$ cat config.mk
export PLATFORM = sky130hd
export DESIGN_NAME = ks_note_sequencer_flat
export DESIGN_NICKNAME = d
export VERILOG_FILES = /design/src/rtl/ks_seq_pkg.sv /design/src/rtl/ks_seq_if.sv /design/src/rtl/ks_seq_step_mem.sv /design/src/rtl/ks_note_sequencer.sv /design/src/flat_wrapper.sv
export SDC_FILE = /design/constraint.sdc
export NUM_CORES = 1
export LEC_CHECK = 0
export CAP_MARGIN = 10
export CORE_UTILIZATION = 60
export CTS_CLUSTER_DIAMETER = 60
export DETAILED_ROUTE_END_ITERATION = 7
export GPL_TIMING_DRIVEN = 0
export PLACE_DENSITY = 0.92
export REMOVE_ABC_BUFFERS = 1
export SYNTH_ARGS = -nofsm -noshare
export SYNTH_HDL_FRONTEND = slang
export SYNTH_SLANG_ARGS = --single-unit
export TNS_END_PERCENT = 10
$ cat constraint.sdc
create_clock -name clk_i -period 4.7 [get_ports clk_i]
set_input_delay 0.94 -clock clk_i [delete_from_list [all_inputs] [get_ports clk_i]]
set_output_delay 0.94 -clock clk_i [all_outputs]
set_load 0.1 [all_outputs]
$ cat src/rtl/ks_seq_pkg.sv
// Shared types for the Karplus-Strong note sequencer: FSM states and the step-table entry.
package ks_seq_pkg;

  localparam int LEN_WIDTH    = 4;
  localparam int PERIOD_WIDTH = 8;

  typedef enum logic [1:0] {
    ST_IDLE = 2'd0,
    ST_LOAD = 2'd1,
    ST_PLAY = 2'd2
  } seq_state_t;

  typedef struct packed {
    logic [PERIOD_WIDTH-1:0] period;
    logic [LEN_WIDTH-1:0]    len;
    logic                    accent;
  } step_entry_t;

endpackage

$ cat src/rtl/ks_seq_if.sv
// Step-table write port between the register map (master) and the sequencer (slave).
interface ks_seq_wr_if
  import ks_seq_pkg::*;
#(
  parameter int AW         = 3,
  parameter int DATA_WIDTH = 8
) ();

  // wr_en_i acts as valid with an implicit ready of 1: every strobe is
  // accepted in the cycle it is seen, whatever state the sequencer is in.
  logic                  wr_en_i;
  logic [AW-1:0]         wr_addr_i;
  logic [DATA_WIDTH-1:0] wr_period_i;
  logic [LEN_WIDTH-1:0]  wr_len_i;
  logic                  wr_accent_i;

  modport master (
    output wr_en_i, wr_addr_i, wr_period_i, wr_len_i, wr_accent_i
  );

  modport slave (
    input wr_en_i, wr_addr_i, wr_period_i, wr_len_i, wr_accent_i
  );

endinterface

$ cat src/rtl/ks_seq_step_mem.sv
// Step table: NUM_STEPS entries, one synchronous write port, one combinational read port.
// The accent bit is only kept when KS_SEQ_ACCENT_EN is defined.
module ks_seq_step_mem
  import ks_seq_pkg::*;
#(
  parameter  int NUM_STEPS = 8,
  localparam int AW        = $clog2(NUM_STEPS)
) (
  input  logic              clk_i,
  input  logic              rst_i,
  ks_seq_wr_if.slave        wr,
  input  logic [AW-1:0]     rd_addr_i,
  output step_entry_t       rd_entry_o
);

  step_entry_t mem_q [NUM_STEPS];
  step_entry_t wr_entry;

  always_comb begin
    wr_entry        = '0;
    wr_entry.period = PERIOD_WIDTH'(wr.wr_period_i);
    wr_entry.len    = wr.wr_len_i;
`ifdef KS_SEQ_ACCENT_EN
    wr_entry.accent = wr.wr_accent_i;
`endif
  end

`ifndef KS_SEQ_ACCENT_EN
  logic unused_wr_accent;
  assign unused_wr_accent = wr.wr_accent_i;
`endif

  always_ff @(posedge clk_i) begin
    if (rst_i) begin
      for (int i = 0; i < NUM_STEPS; i++) begin
        mem_q[i] <= '0;
      end
    end else if (wr.wr_en_i) begin
      mem_q[wr.wr_addr_i] <= wr_entry;
    end
  end

  // Combinational read: a write landing on the same edge as a LOAD is seen by the next LOAD.
  assign rd_entry_o = mem_q[rd_addr_i];

endmodule

$ cat src/rtl/ks_note_sequencer.sv
// Step sequencer for ks_string: loads each table step's period, plucks, and times steps in sample ticks.
// Optional KS_SEQ_ACCENT_EN drives dynamics_en_o from the per-step accent bit.
module ks_note_sequencer
  import ks_seq_pkg::*;
#(
  parameter  int NUM_STEPS  = 8,
  parameter  int DATA_WIDTH = 8,
  parameter  int DUR_WIDTH  = 8,
  parameter  int PLUCK_LEN  = 4,
  localparam int AW         = $clog2(NUM_STEPS),
  localparam int SW         = AW + 1
) (
  input  logic                  clk_i,
  input  logic                  rst_i,
  input  logic                  sample_tick_i,
  input  logic                  start_i,
  input  logic                  stop_i,
  input  logic                  loop_en_i,
  input  logic [SW-1:0]         num_steps_i,
  input  logic [DUR_WIDTH-1:0]  tempo_i,
  ks_seq_wr_if.slave            wr,
  output logic [DATA_WIDTH-1:0] period_o,
  output logic                  pluck_o,
  output logic                  dynamics_en_o,
  output logic                  busy_o,
  output logic [AW-1:0]         step_o,
  output logic                  done_o,
  output seq_state_t            state_o
);

  localparam int DCW = LEN_WIDTH + DUR_WIDTH;
  localparam int PCW = $clog2(PLUCK_LEN + 1);

  seq_state_t            state_q, state_d;
  logic [AW-1:0]         step_q, step_d;
  logic [DATA_WIDTH-1:0] period_q, period_d;
  logic                  pluck_q, pluck_d;
  logic                  busy_q, busy_d;
  logic                  done_q, done_d;
  logic [DCW-1:0]        dur_q, dur_d;
  logic [PCW-1:0]        pcnt_q, pcnt_d;

  step_entry_t           rd_entry;
  logic [SW-1:0]         steps_eff;
  logic [AW-1:0]         last_step;
  logic [LEN_WIDTH-1:0]  len_eff;
  logic [DUR_WIDTH-1:0]  tempo_eff;

  ks_seq_step_mem #(.NUM_STEPS(NUM_STEPS)) u_mem (
    .clk_i      (clk_i),
    .rst_i      (rst_i),
    .wr         (wr),
    .rd_addr_i  (step_q),
    .rd_entry_o (rd_entry)
  );

  // Zero-valued controls collapse to their minimum meaningful value.
  always_comb begin
    steps_eff = num_steps_i;
    if (num_steps_i == '0) begin
      steps_eff = SW'(1);
    end else if (num_steps_i > SW'(NUM_STEPS)) begin
      steps_eff = SW'(NUM_STEPS);
    end
    last_step = AW'(steps_eff - SW'(1));
    len_eff   = (rd_entry.len == '0) ? LEN_WIDTH'(1) : rd_entry.len;
    tempo_eff = (tempo_i == '0) ? DUR_WIDTH'(1) : tempo_i;
  end

  always_comb begin
    state_d  = state_q;
    step_d   = step_q;
    period_d = period_q;
    pluck_d  = pluck_q;
    done_d   = 1'b0;
    dur_d    = dur_q;
    pcnt_d   = pcnt_q;

    unique case (state_q)
      ST_IDLE: begin
        pluck_d = 1'b0;
        if (start_i) begin
          state_d = ST_LOAD;
          step_d  = '0;
        end
      end

      ST_LOAD: begin
        if (rd_entry.period != '0) begin
          period_d = DATA_WIDTH'(rd_entry.period);
          pluck_d  = 1'b1;
        end else begin
          pluck_d  = 1'b0;
        end
        dur_d   = DCW'(len_eff) * DCW'(tempo_eff);
        pcnt_d  = PCW'(PLUCK_LEN);
        state_d = ST_PLAY;
      end

      ST_PLAY: begin
        if (sample_tick_i) begin
          if (dur_q == DCW'(1)) begin
            pluck_d = 1'b0;
            // >= rather than == so a shrunken num_steps_i still ends the pass.
            if (step_q >= last_step) begin
              if (loop_en_i) begin
                step_d  = '0;
                state_d = ST_LOAD;
              end else begin
                state_d = ST_IDLE;
                done_d  = 1'b1;
              end
            end else begin
              step_d  = step_q + AW'(1);
              state_d = ST_LOAD;
            end
          end else begin
            dur_d = dur_q - DCW'(1);
            if (pcnt_q != '0) begin
              pcnt_d = pcnt_q - PCW'(1);
            end
            if (pcnt_q <= PCW'(1)) begin
              pluck_d = 1'b0;
            end
          end
        end
      end

      default: begin
        state_d = ST_IDLE;
        pluck_d = 1'b0;
      end
    endcase

    if (stop_i) begin
      state_d  = ST_IDLE;
      step_d   = step_q;
      period_d = period_q;
      pluck_d  = 1'b0;
      done_d   = 1'b0;
    end

    busy_d = (state_d != ST_IDLE);
  end

  always_ff @(posedge clk_i) begin
    if (rst_i) begin
      state_q  <= ST_IDLE;
      step_q   <= '0;
      period_q <= '0;
      pluck_q  <= 1'b0;
      busy_q   <= 1'b0;
      done_q   <= 1'b0;
      dur_q    <= '0;
      pcnt_q   <= '0;
    end else begin
      state_q  <= state_d;
      step_q   <= step_d;
      period_q <= period_d;
      pluck_q  <= pluck_d;
      busy_q   <= busy_d;
      done_q   <= done_d;
      dur_q    <= dur_d;
      pcnt_q   <= pcnt_d;
    end
  end

`ifdef KS_SEQ_ACCENT_EN
  logic dyn_q;

  always_ff @(posedge clk_i) begin
    if (rst_i) begin
      dyn_q <= 1'b0;
    end else if (state_q == ST_LOAD && !stop_i) begin
      dyn_q <= rd_entry.accent;
    end
  end

  assign dynamics_en_o = dyn_q;
`else
  logic unused_accent;
  assign unused_accent = rd_entry.accent;
  assign dynamics_en_o = 1'b0;
`endif

  assign period_o = period_q;
  assign pluck_o  = pluck_q;
  assign busy_o   = busy_q;
  assign step_o   = step_q;
  assign done_o   = done_q;
  assign state_o  = state_q;

endmodule

$ cat src/flat_wrapper.sv
// flat-port wrapper written by rule: the top's interface ports become plain ports
module ks_note_sequencer_flat import ks_seq_pkg::*;
#(
  parameter  int NUM_STEPS  = 8,
  parameter  int DATA_WIDTH = 8,
  parameter  int DUR_WIDTH  = 8,
  parameter  int PLUCK_LEN  = 4,
  localparam int AW         = $clog2(NUM_STEPS),
  localparam int SW         = AW + 1
)
  (clk_i, rst_i, sample_tick_i, start_i, stop_i, loop_en_i, num_steps_i, tempo_i, period_o, pluck_o, dynamics_en_o, busy_o, step_o, done_o, state_o, wr_wr_en_i, wr_wr_addr_i, wr_wr_period_i, wr_wr_len_i, wr_wr_accent_i);
  ks_seq_wr_if #(.AW((3)), .DATA_WIDTH(DATA_WIDTH)) wr_i ();
  input  logic clk_i;
  input  logic rst_i;
  input  logic sample_tick_i;
  input  logic start_i;
  input  logic stop_i;
  input  logic loop_en_i;
  input  logic [SW-1:0] num_steps_i;
  input  logic [DUR_WIDTH-1:0] tempo_i;
  output logic [DATA_WIDTH-1:0] period_o;
  output logic pluck_o;
  output logic dynamics_en_o;
  output logic busy_o;
  output logic [AW-1:0] step_o;
  output logic done_o;
  output seq_state_t state_o;
  input wire logic [$bits(wr_i.wr_en_i)-1:0] wr_wr_en_i;
  input wire logic [$bits(wr_i.wr_addr_i)-1:0] wr_wr_addr_i;
  input wire logic [$bits(wr_i.wr_period_i)-1:0] wr_wr_period_i;
  input wire logic [$bits(wr_i.wr_len_i)-1:0] wr_wr_len_i;
  input wire logic [$bits(wr_i.wr_accent_i)-1:0] wr_wr_accent_i;
  assign wr_i.wr_en_i = wr_wr_en_i;
  assign wr_i.wr_addr_i = wr_wr_addr_i;
  assign wr_i.wr_period_i = wr_wr_period_i;
  assign wr_i.wr_len_i = wr_wr_len_i;
  assign wr_i.wr_accent_i = wr_wr_accent_i;
  ks_note_sequencer #(.NUM_STEPS(NUM_STEPS), .DATA_WIDTH(DATA_WIDTH), .DUR_WIDTH(DUR_WIDTH), .PLUCK_LEN(PLUCK_LEN)) u_core (.clk_i(clk_i), .rst_i(rst_i), .sample_tick_i(sample_tick_i), .start_i(start_i), .stop_i(stop_i), .loop_en_i(loop_en_i), .num_steps_i(num_steps_i), .tempo_i(tempo_i), .wr(wr_i), .period_o(period_o), .pluck_o(pluck_o), .dynamics_en_o(dynamics_en_o), .busy_o(busy_o), .step_o(step_o), .done_o(done_o), .state_o(state_o));
endmodule
==> impl_metrics.env, run 1 <==
export IMPL_r2r_slack_ns=0.20
export IMPL_fp_dieW_um=113
export IMPL_r2r_end="u_core.dur_q[11]$_SDFFE_PP0P_"
export IMPL_cts_sinks=130
export IMPL_place_congestion=0.942
export IMPL_worstMarginPinSlew_ns=1.18
export IMPL_drt_initial_drc_count=459
export IMPL_relSlewSlack_pct=21.0
export IMPL_insertion_delay_ns=0.43
export IMPL_grt_pass1_vias=5538
export IMPL_place_hpwl_um=11700
export IMPL_initial_core_util_pct=61.7
export IMPL_cp_end_kind="register"
export IMPL_grt_antenna_before_repair=0
export IMPL_r2r_cells=15
export IMPL_placed_cell_area_mm2=0.00802
export IMPL_io_pins=52
export IMPL_critPathArrivalTime_ns=4.80
export IMPL_yosysUniqueCellTypes=57
export IMPL_netlist_area_leader_share_pct=38.9
export IMPL_slowest_stage="fa_1"
export IMPL_grt_start_max_net_pins=46
export IMPL_remaining_drc_errors=0
export IMPL_synth_avg_cell_area_um2=11.2
export IMPL_min_period_ns=4.53
export IMPL_critPathKind="primary input to register"
export IMPL_leakage_uw=0.00318
export IMPL_synthTopCellsByArea="edfxtp_1 (39%), dfxtp_1 (9.2%), and2_1 (8.8%), mux4_2 (6.1%), ha_1 (4.4%)"
export IMPL_cts_tree="done"
export IMPL_cts_buffers=17
export IMPL_cp_depth=15
export IMPL_overflow=0
export IMPL_vdd_drop_max_mv=0.331
export IMPL_hold_worst_slack_ns=0.498
export IMPL_cp_cell_sequence="clkdlybuf4s50_1, nor3_2, a21oi_2, or2_2, fa_1, inv_1, fa_1, inv_1, fa_1, nor2b_2, o21a_1, o211ai_1, buf_4, a211oi_1, a21oi_1"
export IMPL_cp_startpoint="tempo_i[2]"
export IMPL_cts_root_buffer="clkbuf_16"
export IMPL_start_kind="primary input"
export IMPL_multi_input_area_mm2=0.00371
export IMPL_synth_area_leader_cell="edfxtp_1"
export IMPL_fin_skew_ns=0.00944
export IMPL_finalSetupViolCount=0
export IMPL_final_layout_size_suffix_gt1_share_pct=14.5
export IMPL_finalHoldViolCount=0
export IMPL_cts_max_level=4
export IMPL_cts_hold_buf=0
export IMPL_nets=778
export IMPL_coreArea_mm2=0.0120
export IMPL_syn_to_final_growth_pct=17.7
export IMPL_rsz0062_at_grt="no"
export IMPL_io_buffers=49
export IMPL_final_seq_area_mm2=0.00357
export IMPL_vias=5493
export IMPL_slew_viol_final=0
export IMPL_drt_total_wl_um=18000
export IMPL_setup_worst_path_end="u_core.dur_q[10]$_SDFFE_PP0P_"
export IMPL_crit_buf_inv=4
export IMPL_fmax_ghz=0.221
export IMPL_viasPerCell=6.35
export IMPL_dieHeight_um=113
export IMPL_syn_inst=659
export IMPL_grt_use_total_pct=29.6
export IMPL_dr_pass1_iters=5
export IMPL_drtAntennaViolNets=0
export IMPL_total_power_uw=3110
export IMPL_max_cap_violations=0
export IMPL_detail_route_wl_per_cell_um=20.8
export IMPL_max_stage_delay_ns=0.57
export IMPL_syn_area_mm2=0.00741
export IMPL_cp_common_cell="fa_1"
export IMPL_antennaDiodeCount=0
export IMPL_cp_data_required_time_ns=4.96
export IMPL_clkTransAtPathRegs_ns=0.06
export IMPL_cts_path_max_buffers=2
export IMPL_post_route_cell_area_mm2=0.00873
export IMPL_async_flop_share_pct=0
export IMPL_grt_pass1_wl_um=28300
export IMPL_period_share_pct=96.5
export IMPL_cp_max_fo=5
export IMPL_synth_edff_count=96
export IMPL_powerDensity_mw_per_mm2=357
export IMPL_outcome="finished clean"
export IMPL_placementRows=40
export IMPL_hp_class="register to register"
export IMPL_yosysSeqAreaShare_pct=48.1
export IMPL_n_fill_cell=739
export IMPL_fin_tns_setup_ns=0
export IMPL_dieArea_mm2=0.0128
export IMPL_ys_flop_type="edfxtp_1"
export IMPL_synth_warnings=0
export IMPL_cp_top_family="adder cells"
export IMPL_ys_ff_latch=130
==> synthesized netlist by cell type (2+ instances only) <==
master and instances:
nor3b_1 5, mux4_1 3, o21bai_1 2, fa_1 12, o22ai_1 2, nor3_1 18
o31ai_1 3, mux4_2 20, nor2_1 43, a211oi_2 2, mux2_2 9, nand4b_1 2
o21a_1 2, nor4_1 9, o211ai_1 2, nand3b_1 2, edfxtp_1 96, nand3_1 6
nand4_1 2, clkbuf_1 18, a211oi_1 6, o21ai_0 33, nand2b_1 20, ha_1 26
nand2_1 18, xnor2_1 4, a31oi_1 3, dfxtp_1 34, and3_1 3, buf_1 3
o41ai_1 2, a21oi_1 29, nor2b_1 32, and2_1 104, mux2i_1 10, buf_2 7
or2_2 11, inv_1 27, a22oi_1 9, or4_1 2, or3b_2 2
==> final cells by class <==
class	instances	share of cell area [%]
inverters	27	1.16
clock buffers	17	4.87
clock inverters	15	1.89
multi-input cells	472	42.5
flip-flops and latches	130	41.0
well taps	147	2.11
repair buffers	57	6.51
==> kinds of logic (layout without fill, tap and decap cells) <==
logic type	Yosys count	in the layout	synth area share, %
XOR/XNOR	5	5	0.591
other	1	1	0.0506
flip-flops	130	130	48.1
AO/OA/AOI/OAI	103	103	8.71
buffers and inverters	57	116	3.16
adder cells (fa/ha/maj)	38	38	7.63
multiplexers	42	42	9.86
AND/OR/NAND/NOR	283	283	21.9
==> how the worst min path moves through the flow <==
stage                             startpoint                             to  slack [ns]  cells past startpoint
2_1_floorplan   u_core.dur_q[8]$_SDFFE_PP0P_   u_core.dur_q[8]$_SDFFE_PP0P_        0.45                      2
3_3_place_gp    u_core.dur_q[7]$_SDFFE_PP0P_   u_core.dur_q[7]$_SDFFE_PP0P_        0.47                      2
3_5_place_dp    u_core.dur_q[7]$_SDFFE_PP0P_   u_core.dur_q[7]$_SDFFE_PP0P_        0.48                      2
4_1_cts        u_core.dur_q[11]$_SDFFE_PP0P_  u_core.dur_q[11]$_SDFFE_PP0P_        0.50                      2
5_1_grt        u_core.dur_q[11]$_SDFFE_PP0P_  u_core.dur_q[11]$_SDFFE_PP0P_        0.53                      2
6_report        u_core.dur_q[7]$_SDFFE_PP0P_   u_core.dur_q[7]$_SDFFE_PP0P_        0.50                      2
==> per-layer routing <==
layer	vias to the layer above	GRT usage (%)	routed length (um)
met2	292	50.3	9040
met5	-	0	0
li1	2479	-	-
met3	58	6.96	1310
met4	0	13.2	542
met1	2664	36.1	7080
==> placed cells by master, fill, tap and decap left out, drive strengths merged, types with 3 or more instances in the layout <==
master	n
nor3	19
mux4	23
ha	26
fa	12
or2	11
nor2	43
o21ai	33
nor4	9
buf	9
a21oi	29
a211oi	8
dfxtp	34
mux2	9
and2	104
dlymetal6s2s	4
inv	28
nor2b	32
a22oi	9
mux2i	10
edfxtp	96
clkdlybuf4s50	44
bufinv	3
nor3b	5
clkbuf	17
nand3	6
clkinv	8
a31oi	4
nand2b	20
xnor2	4
clkinvlp	3
and3	3
o31ai	3
nand2	18
==> power breakdown <==
group	switching, uW	internal [uW]
Sequential	30.5	1290
Clock	497	826
Combinational	283	183
==> per-stage QoR <==
stage               utilization, %  cells  setup WS [ns]
floorplan                        -    629         -0.454
detailed placement            66.7    829         -0.574
global route                  72.7    865        0.00299
CTS                           72.2    864          0.119
global placement              66.2    825          -1.42
finish                        72.7    865          0.166
==> sequential cells by signal, summed over array words and instances, names as in the netlist, named ones only <==
| name | cells |
|---|---|
| u_core.pluck_o | 1 |
| u_core.u_mem.mem_q | 96 |
| u_core.busy_o | 1 |
| u_core.state_o | 2 |
| u_core.dur_q | 12 |
| u_core.step_o | 3 |
| u_core.pcnt_q | 3 |
| u_core.done_o | 1 |
| u_core.period_o | 8 |
==> worst reg2reg max path, delay by kind of cell (launching register included) <==
family	cells	cell delay, ns
fa+ha+maj	3	1.47
simple gates	3	0.37
buf+inv	3	0.30
flops	1	0.40
mux	2	0.85
compound gates	3	0.83
xor+xnor	1	0.18
==> timing repair <==
action	in CTS	in global routing
buffers inserted	3	1
setup endpoints to repair	7	6
gates resized for setup	11	10
pin swaps	0	4
(Power assumes the default switching activity.)
==> run 2, diff against run 1 <==
--- a/config.mk
+++ b/config.mk
@@ -12,6 +12,8 @@
 export GPL_TIMING_DRIVEN = 0
 export PLACE_DENSITY = 0.92
 export REMOVE_ABC_BUFFERS = 1
+export SKIP_LAST_GASP = 1
+export SLEW_MARGIN = 20
 export SYNTH_ARGS = -nofsm -noshare
 export SYNTH_HDL_FRONTEND = slang
 export SYNTH_SLANG_ARGS = --single-unit
==> run 2 against run 1 <==
Against the previous run: sequential power about the same; clock-buffer cell count unchanged; largest power group unchanged; maximum frequency decreased by 1.3%; highest routed layer unchanged; die area unchanged; final area increased by 0.10%; worst hold slack better by 0.00095 ns; non-clock buffer count increased by 7; via count grew 1.1%; final cell count increased by 0.92%; combinational power about the same.
==> impl_metrics.env, run 2 (same netlist as run 1, synthesis figures left out) <==
export IMPL_outcome="finished clean"
export IMPL_overflow=0
export IMPL_fp_dieW_um=113
export IMPL_worstHoldEndpoint="u_core.dur_q[11]$_SDFFE_PP0P_"
export IMPL_grt_antenna_before_repair=1
export IMPL_cp_data_required_time_ns=5.06
export IMPL_grt_use_total_pct=28.9
export IMPL_fin_skew_ns=0.0138
export IMPL_total_power_uw=3050
export IMPL_nets=785
export IMPL_cts_hold_buf=0
export IMPL_viasPerCell=6.36
export IMPL_drt_initial_drc_count=816
export IMPL_grt_start_max_net_pins=33
export IMPL_r2r_cells=14
export IMPL_max_stage_delay_ns=0.56
export IMPL_r2r_end="u_core.dur_q[11]$_SDFFE_PP0P_"
export IMPL_hp_class="register to register"
export IMPL_grt_pass1_wl_um=27900
export IMPL_placementRows=40
export IMPL_relSlewSlack_pct=34.2
export IMPL_cts_root_buffer="clkbuf_16"
export IMPL_drtAntennaViolNets=0
export IMPL_min_period_ns=4.59
export IMPL_cts_buffers=17
export IMPL_largest_reg_flops=96
export IMPL_r2r_slack_ns=0.17
export IMPL_leakage_uw=0.00319
export IMPL_final_layout_size_suffix_gt1_share_pct=15.0
export IMPL_grt_pass1_vias=5349
export IMPL_initial_core_util_pct=61.7
export IMPL_start_kind="primary input"
export IMPL_period_share_pct=97.7
export IMPL_finalWorstSetupSlack_ns=0.108
export IMPL_cts_max_level=4
export IMPL_io_buffers=49
export IMPL_cts_tree="done"
export IMPL_detail_route_wl_per_cell_um=20.6
export IMPL_cp_max_fo=5
export IMPL_drt_total_wl_um=18000
export IMPL_seqPwrFrac_pct=43.5
export IMPL_dr_pass1_iters=6
export IMPL_swShare_pct=27.5
export IMPL_largest_register="u_core.u_mem.mem_q"
export IMPL_coreArea_mm2=0.0120
export IMPL_final_common_cell="and2_1"
export IMPL_dpl_worst_slack_ns=-0.560
export IMPL_clkTransAtPathRegs_ns=0.06
export IMPL_finalHoldViolCount=0
export IMPL_vias=5554
export IMPL_slowest_stage="fa_1"
export IMPL_cp_cell_sequence="clkdlybuf4s50_1, nor4_2, a21oi_2, or2_2, fa_1, inv_1, fa_1, inv_1, fa_1, nor2b_1, o21a_1, o211ai_1, nor4_1, a211oi_1, a21oi_1"
export IMPL_insertion_delay_ns=0.43
export IMPL_finalSetupViolCount=0
export IMPL_rsz0062_at_grt="yes"
export IMPL_powerDensity_mw_per_mm2=349
export IMPL_cellInternalPower_uw=2210
export IMPL_cts_sinks=130
export IMPL_power_frac_comb_pct=15.2
export IMPL_p_sw_uw=838
export IMPL_cts_path_max_buffers=2
export IMPL_place_hpwl_um=11900
export IMPL_critPathArrivalTime_ns=4.95
export IMPL_remaining_drc_errors=0
export IMPL_syn_to_final_growth_pct=17.9
export IMPL_min_delay_start="u_core.dur_q[11]$_SDFFE_PP0P_"
export IMPL_slew_viol_final=0
export IMPL_fin_tns_setup_ns=0
export IMPL_max_cap_violations=0
export IMPL_place_congestion=0.942
export IMPL_vdd_drop_max_mv=0.315
export IMPL_fmax_ghz=0.218
export IMPL_cp_common_cell="fa_1"
export IMPL_dieHeight_um=113
export IMPL_clkPwrFrac_pct=41.3
export IMPL_worstMarginPinSlew_ns=0.984
export IMPL_io_pins=52
export IMPL_cp_end_kind="register"
export IMPL_critPathKind="primary input to register"
export IMPL_dieArea_mm2=0.0128
export IMPL_final_cell_mix="and2_1 (104), edfxtp_1 (96), clkdlybuf4s50_1 (46)"
export IMPL_hold_depth=2
[run 2: cell count changes in the layout (fill, tap and decap cells not counted), sizes merged]
cell and change:
clkinvlp -2, inv +4, dlymetal6s2s -2, buf +7, bufinv -2, diode +1, clkdlybuf4s50 +2
[run 2: cell type report]
cell class,instances,area (um2)
Clock inverter,15,131
Antenna cell,1,2.50
Clock buffer,17,425
Fill cell,743,3280
Timing Repair Buffer,64,628
Inverter,27,101
Tap cell,147,184
Multi-Input combinational cell,472,3690
Sequential cell,130,3570
[run 2: stage by stage]
stage	std cells	utilization [%]	cell area [um2]	hold slack (ns)
after CTS	863	71.9	8640	0.491
after global routing	873	72.7	8740	0.524
final	873	72.7	8740	0.499
after global placement	825	66.2	7950	0.470
after detailed placement	831	67.0	8050	0.477
after floorplan	629	-	7280	0.448
[run 2: power groups by stage]
stage	clock (uW)	sequential [uW]	combinational, uW
2_1_floorplan	0	1350	284
6_report	1260	1330	463
4_1_cts	1260	1330	449
3_5_place_dp	0	1350	443
3_3_place_gp	0	1340	413
5_1_grt	1300	1330	504
[run 2: per-layer routing]
metal	track usage (%)	wire length, um	vias up
met5	0	0	-
met4	12.0	564	0
met3	6.70	1340	63
met2	48.3	8980	292
met1	36.5	7090	2709
li1	-	-	2490
[run 2: how the worst max path moves through the flow]
| stage | from | slack (ns) | to |
|---|---|---|---|
| finish | tempo_i[7] | 0.11 | u_core.dur_q[10]$_SDFFE_PP0P_ |
| global placement | register | -1.42 | u_core.dur_q[10]$_SDFFE_PP0P_ |
| floorplan | register | -0.45 | u_core.dur_q[10]$_SDFFE_PP0P_ |
| detailed placement | register | -0.56 | u_core.dur_q[11]$_SDFFE_PP0P_ |
| CTS | register | 0.02 | u_core.dur_q[11]$_SDFFE_PP0P_ |
| global route | tempo_i[7] | -0.08 | u_core.dur_q[10]$_SDFFE_PP0P_ |
[run 2: timing repair]
item                                    CTS  global route
endpoints found under the setup margin    6             5
resized for setup                         8             6
endpoints found under the hold margin     0             0
pin swaps                                 0             3
setup buffers                             0             9
[run 2: worst max-delay path: cells and delay by family]
family | cells | cell delay [ns]
and+or+nand+nor | 4 | 1.07
adders and majority gates | 3 | 1.56
AOI/OAI and AO/OA | 5 | 0.72
buffers and inverters | 3 | 0.65
==> run 3, diff against run 2 <==
--- a/config.mk
+++ b/config.mk
@@ -5,12 +5,13 @@
 export SDC_FILE = /design/constraint.sdc
 export NUM_CORES = 1
 export LEC_CHECK = 0
-export CAP_MARGIN = 10
-export CORE_UTILIZATION = 60
+export CAP_MARGIN = 30
+export CORE_UTILIZATION = 61
+export CTS_BUF_LIST = sky130_fd_sc_hd__clkbuf_4
 export CTS_CLUSTER_DIAMETER = 60
 export DETAILED_ROUTE_END_ITERATION = 7
 export GPL_TIMING_DRIVEN = 0
-export PLACE_DENSITY = 0.92
+export PLACE_DENSITY = 0.93
 export REMOVE_ABC_BUFFERS = 1
 export SKIP_LAST_GASP = 1
 export SLEW_MARGIN = 20
==> run 3 against run 2 <==
Against the previous run: the run now ends with DRC left; global-route usage grew 1.1 points; sequential power about the same; critical endpoint unchanged; non-clock buffer count is 1 higher.
==> impl_metrics.env, run 3 (same netlist as run 1, synthesis figures left out) <==
export IMPL_outcome="complete, but fails checks"
export IMPL_violations="DRC"
export IMPL_antennaDiodeCount=0
export IMPL_clkPwrFrac_pct=31.2
export IMPL_max_cap_violations=0
export IMPL_relSlewSlack_pct=34.4
export IMPL_n_fill_cell=733
export IMPL_dieHeight_um=112
export IMPL_vdd_drop_max_mv=0.301
export IMPL_cts_path_max_buffers=2
export IMPL_final_cell_mix="and2_1 (104), edfxtp_1 (96), clkdlybuf4s50_1 (47)"
export IMPL_fp_dieW_um=112
export IMPL_cellInternalPower_uw=1860
export IMPL_drt_total_wl_um=18400
export IMPL_worstMarginPinSlew_ns=0.981
export IMPL_fin_cells=869
export IMPL_start_kind="register"
export IMPL_io_pins=52
export IMPL_initial_core_util_pct=63.8
export IMPL_grt_use_total_pct=30.0
export IMPL_final_layout_size_suffix_gt1_share_pct=15.8
export IMPL_grt_antenna_before_repair=0
export IMPL_cts_root_buffer="clkbuf_4"
export IMPL_finalSetupViolCount=0
export IMPL_cts_hold_buf=0
export IMPL_drt_initial_drc_count=760
export IMPL_grt_pass1_wl_um=28500
export IMPL_coreArea_mm2=0.0116
export IMPL_final_common_cell="and2_1"
export IMPL_drtAntennaViolNets=0
export IMPL_io_buffers=49
export IMPL_dp_cells=828
export IMPL_grt_start_max_net_pins=33
export IMPL_critPathKind="register to register"
export IMPL_largest_register="u_core.u_mem.mem_q"
export IMPL_period_share_pct=98.9
export IMPL_p_sw_uw=756
export IMPL_dieArea_mm2=0.0126
export IMPL_remaining_drc_errors=5
export IMPL_cp_cell_sequence="buf_12, mux4_2, mux2i_4, nor2b_1, fa_1, inv_1, fa_1, inv_1, ha_1, o21ai_0, inv_1, a211o_1, and3_1, a211oi_1, a21oi_1"
export IMPL_hp_class="register to register"
export IMPL_critPathArrivalTime_ns=5.08
export IMPL_cts_sinks=130
export IMPL_placementRows=39
export IMPL_cts_tree="done"
export IMPL_cts_max_level=4
export IMPL_nets=786
export IMPL_fin_skew_ns=0.0143
export IMPL_grt_pass1_vias=5557
export IMPL_cp_common_cell="inv_1"
export IMPL_swShare_pct=28.9
export IMPL_finalHoldViolCount=0
export IMPL_max_stage_delay_ns=0.57
export IMPL_syn_to_final_growth_pct=14.8
export IMPL_dr_pass1_iters=8
export IMPL_vias=5660
export IMPL_insertion_delay_ns=0.55
export IMPL_power_frac_comb_pct=18.3
export IMPL_powerDensity_mw_per_mm2=308
export IMPL_min_period_ns=4.65
export IMPL_leakage_uw=0.00308
export IMPL_seqPwrFrac_pct=50.5
export IMPL_cp_max_fo=29
export IMPL_overflow=0
export IMPL_cp_end_kind="register"
export IMPL_place_congestion=0.889
export IMPL_viasPerCell=6.51
export IMPL_fmax_ghz=0.215
export IMPL_place_hpwl_um=12000
export IMPL_cp_top_family="adder cells"
export IMPL_clkTransAtPathRegs_ns=0.12
export IMPL_slew_viol_final=0
export IMPL_largest_reg_flops=96
export IMPL_crit_buf_inv=4
export IMPL_cts_buffers=17
export IMPL_slowest_stage="mux4_2"
export IMPL_detail_route_wl_per_cell_um=21.2
export IMPL_cp_data_required_time_ns=5.13
export IMPL_total_power_uw=2620
[run 3: changes by cell type in the layout (fill, tap and decap cells not counted), sizes merged]
cell           delta
clkinv            -3
bufinv            +2
clkbuf            +2
buf               +1
clkdlybuf4s50     +1
clkinvlp          -1
diode             -1
dlymetal6s2s      -1
[run 3: routing by layer]
layer | vias to the layer above | wire [um] | part of all wire (%) | GRT usage [%]
met5 | - | 0 | 0 | 0
met4 | 0 | 731 | 4.0 | 15.1
met3 | 77 | 1520 | 8.2 | 6.43
met2 | 356 | 9120 | 49 | 49.9
met1 | 2736 | 7060 | 38 | 37.4
li1 | 2491 | - | - | -
[run 3: final cells by class]
class                      count  area (um2)  area share, %
inverter                      27         101           1.19
tap                          143         179           2.10
sequential                   130        3570           42.0
clock inverter                13         158           1.85
multi-input combinational    472        3710           43.7
timing repair buffer          65         641           7.53
clock buffer                  19         143           1.68
[run 3: power by group through the flow]
stage | combinational (uW) | sequential (uW) | clock, uW
3_3_place_gp | 415 | 1340 | 0
4_1_cts | 452 | 1320 | 815
5_1_grt | 520 | 1330 | 862
6_report | 479 | 1320 | 817
3_5_place_dp | 441 | 1350 | 0
2_1_floorplan | 284 | 1350 | 0
[run 3: stage by stage]
stage	worst slack, ns	hold WS (ns)	area [um2]	util [%]	TNS, ns
2_1_floorplan	-0.454	0.448	7280	-	-1.91
6_report	0.0521	0.505	8510	73.2	0
3_5_place_dp	-0.378	0.490	8060	69.4	-1.47
4_1_cts	0.0207	0.504	8400	72.3	0
3_3_place_gp	-1.42	0.470	7950	68.4	-18.67
5_1_grt	-0.0752	0.526	8510	73.2	-0.134
[run 3: final timing paths]
check / start / end / slack, ns / cells after the start
max: register / u_core.dur_q[10]$_SDFFE_PP0P_ / 0.05 / 15
min: u_core.dur_q[8]$_SDFFE_PP0P_ / u_core.dur_q[8]$_SDFFE_PP0P_ / 0.51 / 2
max reg2reg: register / u_core.dur_q[10]$_SDFFE_PP0P_ / 0.05 / 15
min reg2reg: u_core.dur_q[8]$_SDFFE_PP0P_ / u_core.dur_q[8]$_SDFFE_PP0P_ / 0.51 / 2
[run 3: timing repair]
item,4_1_cts,5_1_grt
resized for setup,9,6
buffers inserted,0,8
endpoints found under the setup margin,5,4
pin swaps,0,1
[run 3: tightest hold or removal path, stage by stage (launching register included)]
cell	delay, ns
dfxtp_1	0.34
o21ai_0	0.07
a21oi_1	0.06
